$ cat src/rtl/ka_26bit_seq.sv
// Sequential 26x26 carry-less multiplier: one 13-bit Karatsuba core shared over three sub-products.
// Optional op_count output enabled by defining KA26_OP_COUNT_EN.

module ka_13bit (
  input  logic [12:0] a,
  input  logic [12:0] b,
  output logic [24:0] p
);

  function automatic logic [12:0] clmul7(input logic [6:0] x, input logic [6:0] z);
    logic [12:0] r;
    r = 13'd0;
    for (int i = 0; i < 7; i++) begin
      if (z[i]) begin
        r = r ^ ({6'd0, x} << i);
      end else begin
        r = r;
      end
    end
    return r;
  endfunction

  logic [12:0] lo_s;
  logic [12:0] hi_s;
  logic [12:0] mid_s;

  // Inner Karatsuba split at bit 7: low 7 bits, high 6 bits.
  always_comb begin
    lo_s  = clmul7(a[6:0], b[6:0]);
    hi_s  = clmul7({1'b0, a[12:7]}, {1'b0, b[12:7]});
    mid_s = clmul7(a[6:0] ^ {1'b0, a[12:7]}, b[6:0] ^ {1'b0, b[12:7]});
    p     = {12'd0, lo_s} ^ ({12'd0, lo_s ^ mid_s ^ hi_s} << 5'd7) ^ ({12'd0, hi_s} << 5'd14);
  end

endmodule

module ka_26bit_seq #(
  parameter int unsigned CORE_LAT = 32'd0
) (
  input  logic        clk,
  input  logic        rst,
  input  logic        in_valid,
  output logic        in_ready,
  input  logic [25:0] a,
  input  logic [25:0] b,
  output logic        out_valid,
  input  logic        out_ready,
  output logic [50:0] y
`ifdef KA26_OP_COUNT_EN
  ,
  output logic [15:0] op_count
`endif
);

  typedef enum logic [2:0] {
    IDLE = 3'd0,
    MUL0 = 3'd1,
    MUL1 = 3'd2,
    MUL2 = 3'd3,
    DONE = 3'd4
  } state_t;

  state_t      state_r, state_nxt_s;
  logic [25:0] a_r, a_nxt_s;
  logic [25:0] b_r, b_nxt_s;
  logic [50:0] acc_r, acc_nxt_s;
  logic [50:0] y_r, y_nxt_s;
  logic        in_ready_r, in_ready_nxt_s;
  logic        out_valid_r, out_valid_nxt_s;
  logic        wait_r, wait_nxt_s;
  logic [12:0] core_a_s;
  logic [12:0] core_b_s;
  logic [24:0] core_p_s;
  logic [24:0] prod_s;
  logic [50:0] prod_ext_s;
  logic        step_s;

  ka_13bit u_core (
    .a (core_a_s),
    .b (core_b_s),
    .p (core_p_s)
  );

  generate
    if (CORE_LAT == 32'd1) begin : g_core_reg
      logic [24:0] core_q_r;
      // Pipeline register on the core output; its contents only matter on the second MUL cycle.
      always_ff @(posedge clk or posedge rst) begin
        if (rst) begin
          core_q_r <= 25'd0;
        end else begin
          core_q_r <= core_p_s;
        end
      end
      assign prod_s = core_q_r;
    end else begin : g_core_comb
      assign prod_s = core_p_s;
    end
  endgenerate

  assign prod_ext_s = {26'd0, prod_s};
  assign step_s     = (CORE_LAT == 32'd0) ? 1'b1 : wait_r;

  // Core operand selection follows the current multiply phase.
  always_comb begin
    core_a_s = 13'd0;
    core_b_s = 13'd0;
    case (state_r)
      MUL0: begin
        core_a_s = a_r[12:0];
        core_b_s = b_r[12:0];
      end
      MUL1: begin
        core_a_s = a_r[25:13];
        core_b_s = b_r[25:13];
      end
      MUL2: begin
        core_a_s = a_r[12:0] ^ a_r[25:13];
        core_b_s = b_r[12:0] ^ b_r[25:13];
      end
      default: begin
        core_a_s = 13'd0;
        core_b_s = 13'd0;
      end
    endcase
  end

  // Next-state, accumulator and handshake logic.
  always_comb begin
    state_nxt_s     = state_r;
    a_nxt_s         = a_r;
    b_nxt_s         = b_r;
    acc_nxt_s       = acc_r;
    y_nxt_s         = y_r;
    in_ready_nxt_s  = in_ready_r;
    out_valid_nxt_s = out_valid_r;
    wait_nxt_s      = wait_r;
    case (state_r)
      IDLE: begin
        in_ready_nxt_s = 1'b1;
        if (in_valid && in_ready_r) begin
          a_nxt_s        = a;
          b_nxt_s        = b;
          acc_nxt_s      = 51'd0;
          wait_nxt_s     = 1'b0;
          in_ready_nxt_s = 1'b0;
          state_nxt_s    = MUL0;
        end else begin
          state_nxt_s = IDLE;
        end
      end
      MUL0: begin
        if (step_s) begin
          acc_nxt_s   = acc_r ^ prod_ext_s ^ (prod_ext_s << 6'd13);
          wait_nxt_s  = 1'b0;
          state_nxt_s = MUL1;
        end else begin
          wait_nxt_s = 1'b1;
        end
      end
      MUL1: begin
        if (step_s) begin
          acc_nxt_s   = acc_r ^ (prod_ext_s << 6'd13) ^ (prod_ext_s << 6'd26);
          wait_nxt_s  = 1'b0;
          state_nxt_s = MUL2;
        end else begin
          wait_nxt_s = 1'b1;
        end
      end
      MUL2: begin
        if (step_s) begin
          y_nxt_s         = acc_r ^ (prod_ext_s << 6'd13);
          out_valid_nxt_s = 1'b1;
          wait_nxt_s      = 1'b0;
          state_nxt_s     = DONE;
        end else begin
          wait_nxt_s = 1'b1;
        end
      end
      DONE: begin
        if (out_ready) begin
          out_valid_nxt_s = 1'b0;
          in_ready_nxt_s  = 1'b1;
          state_nxt_s     = IDLE;
        end else begin
          state_nxt_s = DONE;
        end
      end
      default: begin
        state_nxt_s     = IDLE;
        in_ready_nxt_s  = 1'b0;
        out_valid_nxt_s = 1'b0;
        wait_nxt_s      = 1'b0;
      end
    endcase
  end

  // State and datapath registers.
  always_ff @(posedge clk or posedge rst) begin
    if (rst) begin
      state_r     <= IDLE;
      a_r         <= 26'd0;
      b_r         <= 26'd0;
      acc_r       <= 51'd0;
      y_r         <= 51'd0;
      in_ready_r  <= 1'b0;
      out_valid_r <= 1'b0;
      wait_r      <= 1'b0;
    end else begin
      state_r     <= state_nxt_s;
      a_r         <= a_nxt_s;
      b_r         <= b_nxt_s;
      acc_r       <= acc_nxt_s;
      y_r         <= y_nxt_s;
      in_ready_r  <= in_ready_nxt_s;
      out_valid_r <= out_valid_nxt_s;
      wait_r      <= wait_nxt_s;
    end
  end

  assign in_ready  = in_ready_r;
  assign out_valid = out_valid_r;
  assign y         = y_r;

`ifdef KA26_OP_COUNT_EN
  logic [15:0] op_count_r;

  // Completed-handshake counter, wraps naturally at 16 bits.
  always_ff @(posedge clk or posedge rst) begin
    if (rst) begin
      op_count_r <= 16'd0;
    end else if (out_valid_r && out_ready) begin
      op_count_r <= op_count_r + 16'd1;
    end else begin
      op_count_r <= op_count_r;
    end
  end

  assign op_count = op_count_r;
`endif

endmodule

$ cat config.mk
export PLATFORM = sky130hd
export DESIGN_NAME = ka_26bit_seq
export DESIGN_NICKNAME = d
export VERILOG_FILES = /design/src/rtl/ka_26bit_seq.sv
export SDC_FILE = /design/constraint.sdc
export NUM_CORES = 1
export LEC_CHECK = 0
export ABC_CLOCK_PERIOD_IN_PS = 7300
export CORE_MARGIN = 3
export CORE_UTILIZATION = 60
export CTS_CLUSTER_DIAMETER = 100
export CTS_CLUSTER_SIZE = 40
export DETAILED_ROUTE_END_ITERATION = 8
export PLACE_DENSITY = 0.84
export SLEW_MARGIN = 15
export SYNTH_ARGS = -nofsm -noshare
export SYNTH_HDL_FRONTEND = slang
export SYNTH_SLANG_ARGS = --single-unit
$ cat constraint.sdc
create_clock -name clk -period 7.3 [get_ports clk]
set_clock_uncertainty 0.1 [all_clocks]
set_input_delay 0.73 -clock clk [delete_from_list [all_inputs] [get_ports clk]]
set_output_delay 0.73 -clock clk [all_outputs]
set_load 0.02 [all_outputs]
# Word-level counts from Yosys, hierarchy flattened
# Cells that the tools add are included.
[op_classes]
muxes = 32
eq_ne = 6
n_bitwise = 31
reduce_logical = 9
[ops]
columns = ["op", "count"]
rows = [
  ["two-way mux 13 bit", 17],
  ["case mux 51 bit (3 select lines)", 1],
  ["bitwise XOR 51 x 38 -> 51 bit", 2],
  ["case mux 13 bit (3 select lines)", 2],
  ["bitwise XOR 13 bit", 6],
  ["two-way mux 51 bit", 1],
  ["bitwise XOR 51 x 25 -> 51 bit", 1],
  ["bitwise XOR 51 bit", 1],
  ["bitwise XOR 13 x 10 -> 13 bit", 3],
  ["bitwise XOR 13 x 11 -> 13 bit", 3],
  ["bitwise XOR 13 x 8 -> 13 bit", 3],
  ["bitwise XOR 13 x 9 -> 13 bit", 3],
  ["bitwise XOR 13 x 12 -> 13 bit", 2],
  ["bitwise XOR 20 x 25 -> 25 bit", 1],
  ["bitwise XOR 13 x 20 -> 20 bit", 1],
  ["case mux 3 bit (5 select lines)", 1],
  ["two-way mux 7 bit", 2],
  ["bitwise XOR 7 x 6 -> 7 bit", 2],
  ["bitwise XOR 13 x 7 -> 13 bit", 1],
  ["AND reduction 2 bit", 4],
  ["equality test 3 x 2 -> 1 bit (second input constant)", 2],
  ["two-way mux 6 bit", 1],
  ["case mux 1 bit (3 select lines)", 2],
  ["OR reduction 3 bit", 2],
  ["9 further kinds", 14],
]
[word_totals]
ff_bits = 159
in_bits = 56

# Logic depth before layout (Yosys ltp)
# Gate-level depths: netlist (run 1).
[logic_depth]
depth_word = 23
depth_mapped = 14
mapped_depth_nobuf = 10

# Hierarchy
# A second synthesis (run 1) with hierarchy kept.
[hier_totals]
hier_cells = 1009
hier_area_um2 = 9666.8
[modules_own_cells]
columns = ["mod", "area_each_um2", "cells_each", "seq_area_each_um2", "instances"]
rows = [
  ["ka_26bit_seq", 7684.9, 726, 3978.8, 1],
  ["ka_13bit", 1981.9, 283, 0.0, 1],
]

# Worst setup path before layout (run 1)
# No wires, ideal clock.
[synth_path]
path_kind = "register to register"
startpoint = "register state_r[1]"
endpoint = "register acc_r[30]"
path_buffers = 3
period_less_slack_ns = 3.173
stages_incl_launch_ff = 13
setup_ns = 0.126
path_slack_ns = 4.127
arrival_time_ns = 2.947
cell_sequence = "dfrtp_1 buf_6 buf_6 buf_6 nand2_1 xor2_2 nand3_1 xor2_1 xnor2_1 xnor3_1 xnor2_2 mux2_2 a221o_1"
[synth_via]
elab_chain_cells = 21
word_cells_on_any_way = 54
[synth_lines]
columns = ["element", "line", "rtl"]
rows = [
  ["from (decl)", "63", "state_t state_r, state_nxt_s;"],
  ["from (signal assigned)", "210", "state_r <= state_nxt_s;"],
  ["equality test 3 x 2 -> 1 bit (tied with other cells)", "108", "case (state_r)"],
  ["case mux 13 bit (3 select lines)", "108", ""],
  ["bitwise XOR 7 x 6 -> 7 bit", "31", "mid_s = clmul7(a[6:0] ^ {1'b0, a[12:7]}, b[6:0] ^ {1'b0, b[12:7]});"],
  ["two-way mux 13 bit", "14", "if (z[i]) begin"],
  ["bitwise XOR 13 x 9 -> 13 bit", "15", "r = r ^ ({6'd0, x} << i);"],
  ["two-way mux 13 bit", "14", ""],
  ["bitwise XOR 13 x 10 -> 13 bit", "15", ""],
  ["two-way mux 13 bit", "14", ""],
  ["[4 not listed]", "-", ""],
  ["bitwise XOR 13 bit", "15", ""],
  ["two-way mux 13 bit", "14", ""],
  ["bitwise XOR 13 bit (2 in series)", "32", "p = {12'd0, lo_s} ^ ({12'd0, lo_s ^ mid_s ^ hi_s} << 5'd7) ^ ({12'd0, hi_s} << 5'd14);"],
  ["bitwise XOR 13 x 20 -> 20 bit", "32", ""],
  ["bitwise XOR 20 x 25 -> 25 bit", "32", ""],
  ["bitwise XOR 51 x 38 -> 51 bit", "163", "acc_nxt_s = acc_r ^ (prod_ext_s << 6'd13) ^ (prod_ext_s << 6'd26);"],
  ["bitwise XOR 51 bit", "163", ""],
  ["case mux 51 bit (3 select lines)", "138", "case (state_r)"],
  ["to (signal assigned)", "213", "acc_r <= acc_nxt_s;"],
  ["to (decl)", "66", "logic [50:0] acc_r, acc_nxt_s;"],
]
# Parallel ways exist; a longest one is shown, timed or not.
# A chain may end at the register's enable or synchronous reset.

# Worst setup path after layout (run 1)
[layout_path]
startpoint = "register state_r[1]"
endpoint = "register acc_r[24]"
[layout_via]
elab_chain_cells = 23
word_cells_on_any_way = 57
[layout_lines]
columns = ["element", "line"]
rows = [
  ["equality test 3 x 2 -> 1 bit (tied with other cells)", "108"],
  ["case mux 13 bit (3 select lines)", "108"],
  ["bitwise XOR 7 x 6 -> 7 bit", "31"],
  ["two-way mux 7 bit", "14"],
  ["bitwise XOR 13 x 8 -> 13 bit", "15"],
  ["two-way mux 13 bit", "14"],
  ["bitwise XOR 13 x 9 -> 13 bit", "15"],
  ["two-way mux 13 bit", "14"],
  ["[6 not listed]", "-"],
  ["bitwise XOR 13 bit", "15"],
  ["two-way mux 13 bit", "14"],
  ["bitwise XOR 13 bit (2 in series)", "32"],
  ["bitwise XOR 13 x 20 -> 20 bit", "32"],
  ["bitwise XOR 20 x 25 -> 25 bit", "32"],
  ["bitwise XOR 51 x 38 -> 51 bit", "163"],
  ["bitwise XOR 51 bit", "163"],
  ["case mux 51 bit (3 select lines)", "138"],
]
# Parallel ways exist; a longest one is shown, timed or not.

==> impl_metrics.tcl, run 1 <==
set metrics [dict create \
    clk_path_buf_depth 2 \
    grt_max_degree 98 \
    timing.final.crit_share_pct 57.0 \
    fp.dieW_um 137 \
    place_area_sq_um 11400 \
    yosys.area.top_type "dfrtp_1" \
    routed_wl_um 27300 \
    drive_gt1_share_pct 17.4 \
    fin_area_sq_um 12100 \
    firstDrtPassIters 5 \
    core.rowCount 47 \
    grt_pass1_wl_um 43300 \
    die_h_um 137 \
    syn_inst 1023 \
    cts_setup_buffers 0 \
    vias 8268 \
    netlist_top_cells_count "dfrtp_1 (159), nand2_1 (152), o21ai_0 (85), mux2_2 (84), xnor2_1 (61)" \
    setup.worst_path.class "reg -> reg" \
    setup_violations 0 \
    ys_types 52 \
    crit_fanout 34 \
    crit_path_start "state_r[1]" \
    reg2reg_from "state_r[1]" \
    clkLatencyLatePin_ps 430 \
    slowest_delay_ps 810 \
    drv_slew 0 \
    ys_seq_area_share_pct 38.7 \
    async_flop_share_pct 100 \
    synthMuxAreaShare_pct 10.0 \
    cts_sinks 159 \
    period_needed_ps 4160 \
    synthSimpleGateAreaFrac_pct 16.5 \
    place.gp.congestion 0.924 \
    diodes 0 \
    status "completed" \
    ys.flop_type "dfrtp_1" \
    path_cells "nand2_1 > xor2_1 > and2_1 > nand2_1 > xnor3_1 > xnor3_1 > xnor3_2 > xnor2_2 > xnor2_1 > o221ai_1" \
    synth_compound_area_share_pct 9.44 \
    rsz0062_at_grt "no" \
    fmax_mhz 240 \
    ctsResizeCount 0 \
    die_area_sq_um 18700 \
    synth_top_family_by_area "XOR/XNOR gates" \
    cts_inserted_buffers 17 \
    synth_edf_count 0 \
    syn_avg_cell_area_sq_um 10.0 \
    crit_required_ps 7470 \
    synth_nets 1079 \
    cp_data_arrival_time_ps 4330 \
    dp_hpwl_um 18400 \
    yosys_register_bits 159 \
    yosysWarnings 0 \
    grt_use_total_pct 30.0 \
    syn-cell-area_sq_um 10300 \
    cts.clk_slew.worst_paths_ps 70 \
    portBuffers 108 \
    synth_area_leaders "dfrtp_1 (39%), mux2_2 (9.2%), nand2_1 (5.6%)" \
    syn_to_final_growth_pct 17.8 \
    critPathBufInv 0 \
    critPathCaptureType "flip-flop" \
    synth_adder_area_share_pct 0 \
    pin_count 109 \
    grt-ovfl-total 0 \
    coreArea_sq_um 16600 \
    wl_per_cell_um 20.5 \
    viasPerCell 6.20 \
    drc 0 \
    drtIter0Drc 978 \
    h-tree-depth 4 \
    ctsHoldBuffers 0 \
    final_nets 1156 \
    synth.top_cell.area_share_pct 38.7 \
    min_from "y[33]" \
    drtAntennaViolNets 0 \
    grt_pass1_vias 7999 \
    finalHoldViolations 0 \
    cts_root_buf "clkbuf_16" \
    fin_setup_tns_ps 0 \
    max_cap_violations 0 \
    worst_pin_slew_ps 972 \
    antenna_found_initial 1 \
    nFillCells 1123 \
    synthXorXnorAreaFrac_pct 22.2 \
    start_kind "flip-flop" \
    critical-path-top-delay-family "XOR/XNOR gates" \
    yosysMostFrequentCell "dfrtp_1" \
    slew_headroom_pct 34.7 \
    start_util_pct 61.7 \
    cts_tree "done" \
    hold_class "reg -> reg" \
    regToRegSetupSlack_ps 3140 \
    worst_path_max_delay_cell "dfrtp_2" \
]
## worst min-delay path, cell delays in order (launching register included)
cell     delay [ps]
dfrtp_1         340
nand2_1          40
o21ai_0          60
## path summary, 6_finish.rpt
check / to / depth (start not counted)
setup / recovery: acc_r[24] / 10
hold / removal: y[33] / 2
setup reg to reg: acc_r[24] / 10
hold reg to reg: y[33] / 2
max in group asynchronous: state_r[1] / 3
min in group asynchronous: a_r[21] / 2
## metrics by stage
step	utilization, %	instances	setup slack, ps	hold WS (ps)
after global placement	68.6	1301	2960	361
after global routing	72.7	1333	2960	402
after floorplan	-	1023	2180	371
final	72.7	1333	3140	378
after CTS	72.7	1333	2780	385
after detailed placement	68.6	1301	2840	369
## area by class of cell
class / instances / area [sq um] / area share (%)
timing repair buffer: 118 / 1160 / 9.56
clock inverter: 14 / 243 / 2.01
clock buffer: 18 / 439 / 3.63
tap: 220 / 275 / 2.28
sequential: 159 / 3980 / 32.9
multi-input combinational: 799 / 5980 / 49.4
inverter: 5 / 23.8 / 0.197
## logic make-up (layout without fill, tap and decap cells)
family	after synthesis	in the layout
buffers and inverters	65	155
AOI/OAI and AO/OA	170	170
xor gates and xnor gates	179	179
and+or+nand+nor	358	358
muxes	92	92
DFF	159	159
## flip-flops by register name, indices dropped and copies added, names as in the netlist
register   flops
out_valid      1
state_r        3
b_r           26
y             51
a_r           26
in_ready       1
acc_r         51
## cells in the final DEF, fill, tap and decap left out, types with 5 or more instances in the layout
master / count
dfrtp_1: 158
nand2_1: 152
clkdlybuf4s50_1: 108
o21ai_0: 85
mux2_2: 84
xnor2_1: 61
nor2_1: 58
xor2_1: 57
nand3_1: 41
o22ai_1: 30
a21oi_1: 30
nor3_1: 29
xnor3_1: 22
xnor2_2: 18
clkbuf_16: 17
and3_1: 15
and2_1: 11
buf_4: 10
xor2_2: 9
nand2_2: 9
or3_1: 9
nor3_2: 8
mux2i_1: 7
xnor2_4: 6
xnor3_2: 6
inv_6: 5
nor4_1: 5
bufinv_16: 5
## routing by layer
metal | GRT usage [%] | share of wire [%] | up-vias
li1 | - | - | 3702
met1 | 41.5 | 42 | 4031
met2 | 47.4 | 47 | 460
met3 | 6.18 | 8.3 | 73
met4 | 10.3 | 2.7 | 2
met5 | 0 | 0.048 | -
Power of run 1 is left out: the tool's default activity adds up to more than one toggle a clock period on the data nets, which glitch-free logic cannot reach.
==> run 2: changes to the inputs <==
ABC_CLOCK_PERIOD_IN_PS = 3700   (was 7300)
CORE_UTILIZATION = 52   (was 60)
PLACE_DENSITY = 0.77   (was 0.84)
clock period = 3.7 ns   (was 7.3 ns; I/O delays follow)
==> run 2 against run 1 <==
Utilization is 6.9 points lower; setup slack worse by 3100 ps; worst hold slack worse by 120 ps; clock-buffer cell count fell by 1; final area up 3.8%; wire length grew 0.17%; sequential share of layout area decreased by 1.2 points; flip-flop and latch count did not move; maximum frequency up 15%; die area up 15%; global-route usage fell by 4.5 points; via count down 1.1%; critical path type unchanged.
==> impl_metrics.tcl, run 2 (same netlist as run 1, synthesis figures left out) <==
set metrics [dict create \
    cts_tree "done" \
    final_nets 1208 \
    wl_per_cell_um 19.2 \
    die_area_sq_um 21500 \
    die_h_um 147 \
    rr_endpoint "acc_r[30]" \
    firstDrtPassIters 8 \
    antenna_found_initial 0 \
    period_needed_ps 3610 \
    h-tree-depth 4 \
    start_util_pct 53.8 \
    portBuffers 108 \
    nFillCells 1501 \
    hold_class "in -> async" \
    multiInputGateArea_sq_um 6010 \
    clk_path_buf_depth 2 \
    setup.worst_path.class "reg -> reg" \
    routed_wl_um 27400 \
    grt_pass1_wl_um 43100 \
    setup_violations 0 \
    grt_use_total_pct 25.5 \
    fin_setup_tns_ps 0 \
    pin_count 109 \
    status "completed" \
    regToRegSetupSlack_ps 90 \
    cts_root_buf "clkbuf_16" \
    drc 0 \
    syn_to_final_growth_pct 22.2 \
    drive_gt1_share_pct 21.4 \
    coreArea_sq_um 19100 \
    r2r_cells 10 \
    place.gp.congestion 1.01 \
    cts.clk_slew.worst_paths_ps 90 \
    cts_inserted_buffers 17 \
    core.rowCount 50 \
    drv_slew 0 \
    vias 8175 \
    clkLatencyLatePin_ps 440 \
    rsz0062_at_grt "no" \
    drtAntennaViolNets 0 \
    worst_pin_slew_ps 874 \
    slew_headroom_pct 41.3 \
    grt-ovfl-total 0 \
    grt_pass1_vias 7878 \
    max_cap_violations 0 \
    timing.final.crit_share_pct 97.7 \
    start_kind "flip-flop" \
    cts_sinks 159 \
    cp_data_arrival_time_ps 3840 \
    drtIter0Drc 801 \
    grt_max_degree 95 \
    diodes 0 \
    final_cell_mix "dfrtp_1 (159), nand2_1 (152), clkdlybuf4s50_1 (108)" \
    crit_required_ps 3920 \
    reg2reg_from "state_r[0]" \
    final_util_pct 65.8 \
    viasPerCell 5.74 \
    crit_fanout 29 \
    dp_hpwl_um 20100 \
    final_common_cell "dfrtp_1" \
    fmax_mhz 277 \
    critPathCaptureType "flip-flop" \
    fp.dieW_um 147 \
    finalHoldViolations 0 \
    seq_area_sq_um 3980 \
]
## run 2: cell count changes in the layout (fill, tap and decap cells not counted), sizes merged
| cell | previous run | this run |
|---|---|---|
| buf | 10 | 62 |
| bufinv | 5 | 0 |
| clkbuf | 18 | 17 |
| clkinv | 1 | 5 |
| clkinvlp | 1 | 3 |
## run 2: worst max path at each step
stage,from,to,slack (ps),cells past startpoint
after floorplan,state_r[1],acc_r[30],530,12
after global placement,state_r[0],acc_r[24],120,11
after detailed placement,state_r[0],acc_r[24],40,11
after CTS,state_r[0],acc_r[24],20,11
after global routing,state_r[0],acc_r[30],20,10
final,state_r[0],acc_r[30],90,10
## run 2: metal layers
metal	GRT usage [%]	share of wire, %
met1	36.3	45
met2	40.4	46
met3	4.72	7.2
met4	6.68	2.0
met5	0	0
## run 2: critical path, cell delays in order, from the launching register on
cell	delay, ps
dfrtp_1	400
buf_12	210
nand2_2	80
xor2_2	210
nor3_1	730
o21ai_0	240
xor2_1	310
xnor2_2	130
xnor2_2	360
mux2_2	380
a221o_1	340
## run 2: metrics by stage
stage          area (sq um)  setup slack, ps  instances  hold WS [ps]
2_1_floorplan         10300              527       1023           371
3_3_place_gp          11900              121       1393           361
3_5_place_dp          11900             42.6       1393           369
4_1_cts               12500             24.4       1425           279
5_1_grt               12600             22.1       1425           323
6_report              12600             85.8       1425           260
## run 2: cell type report
cell class | count | share of cell area, %
well taps | 260 | 2.59
multi-input cells | 799 | 47.9
clock inverters | 15 | 1.33
repair buffers | 170 | 12.9
inverters | 5 | 0.179
flip-flops and latches | 159 | 31.7
clock buffers | 17 | 3.39
## run 2: timing repair
item,CTS,global route
hold buffers,0,0
endpoints found under the setup margin,0,16
buffers inserted,0,0
resized for setup,0,5
Power of run 2 is left out for the same reason.
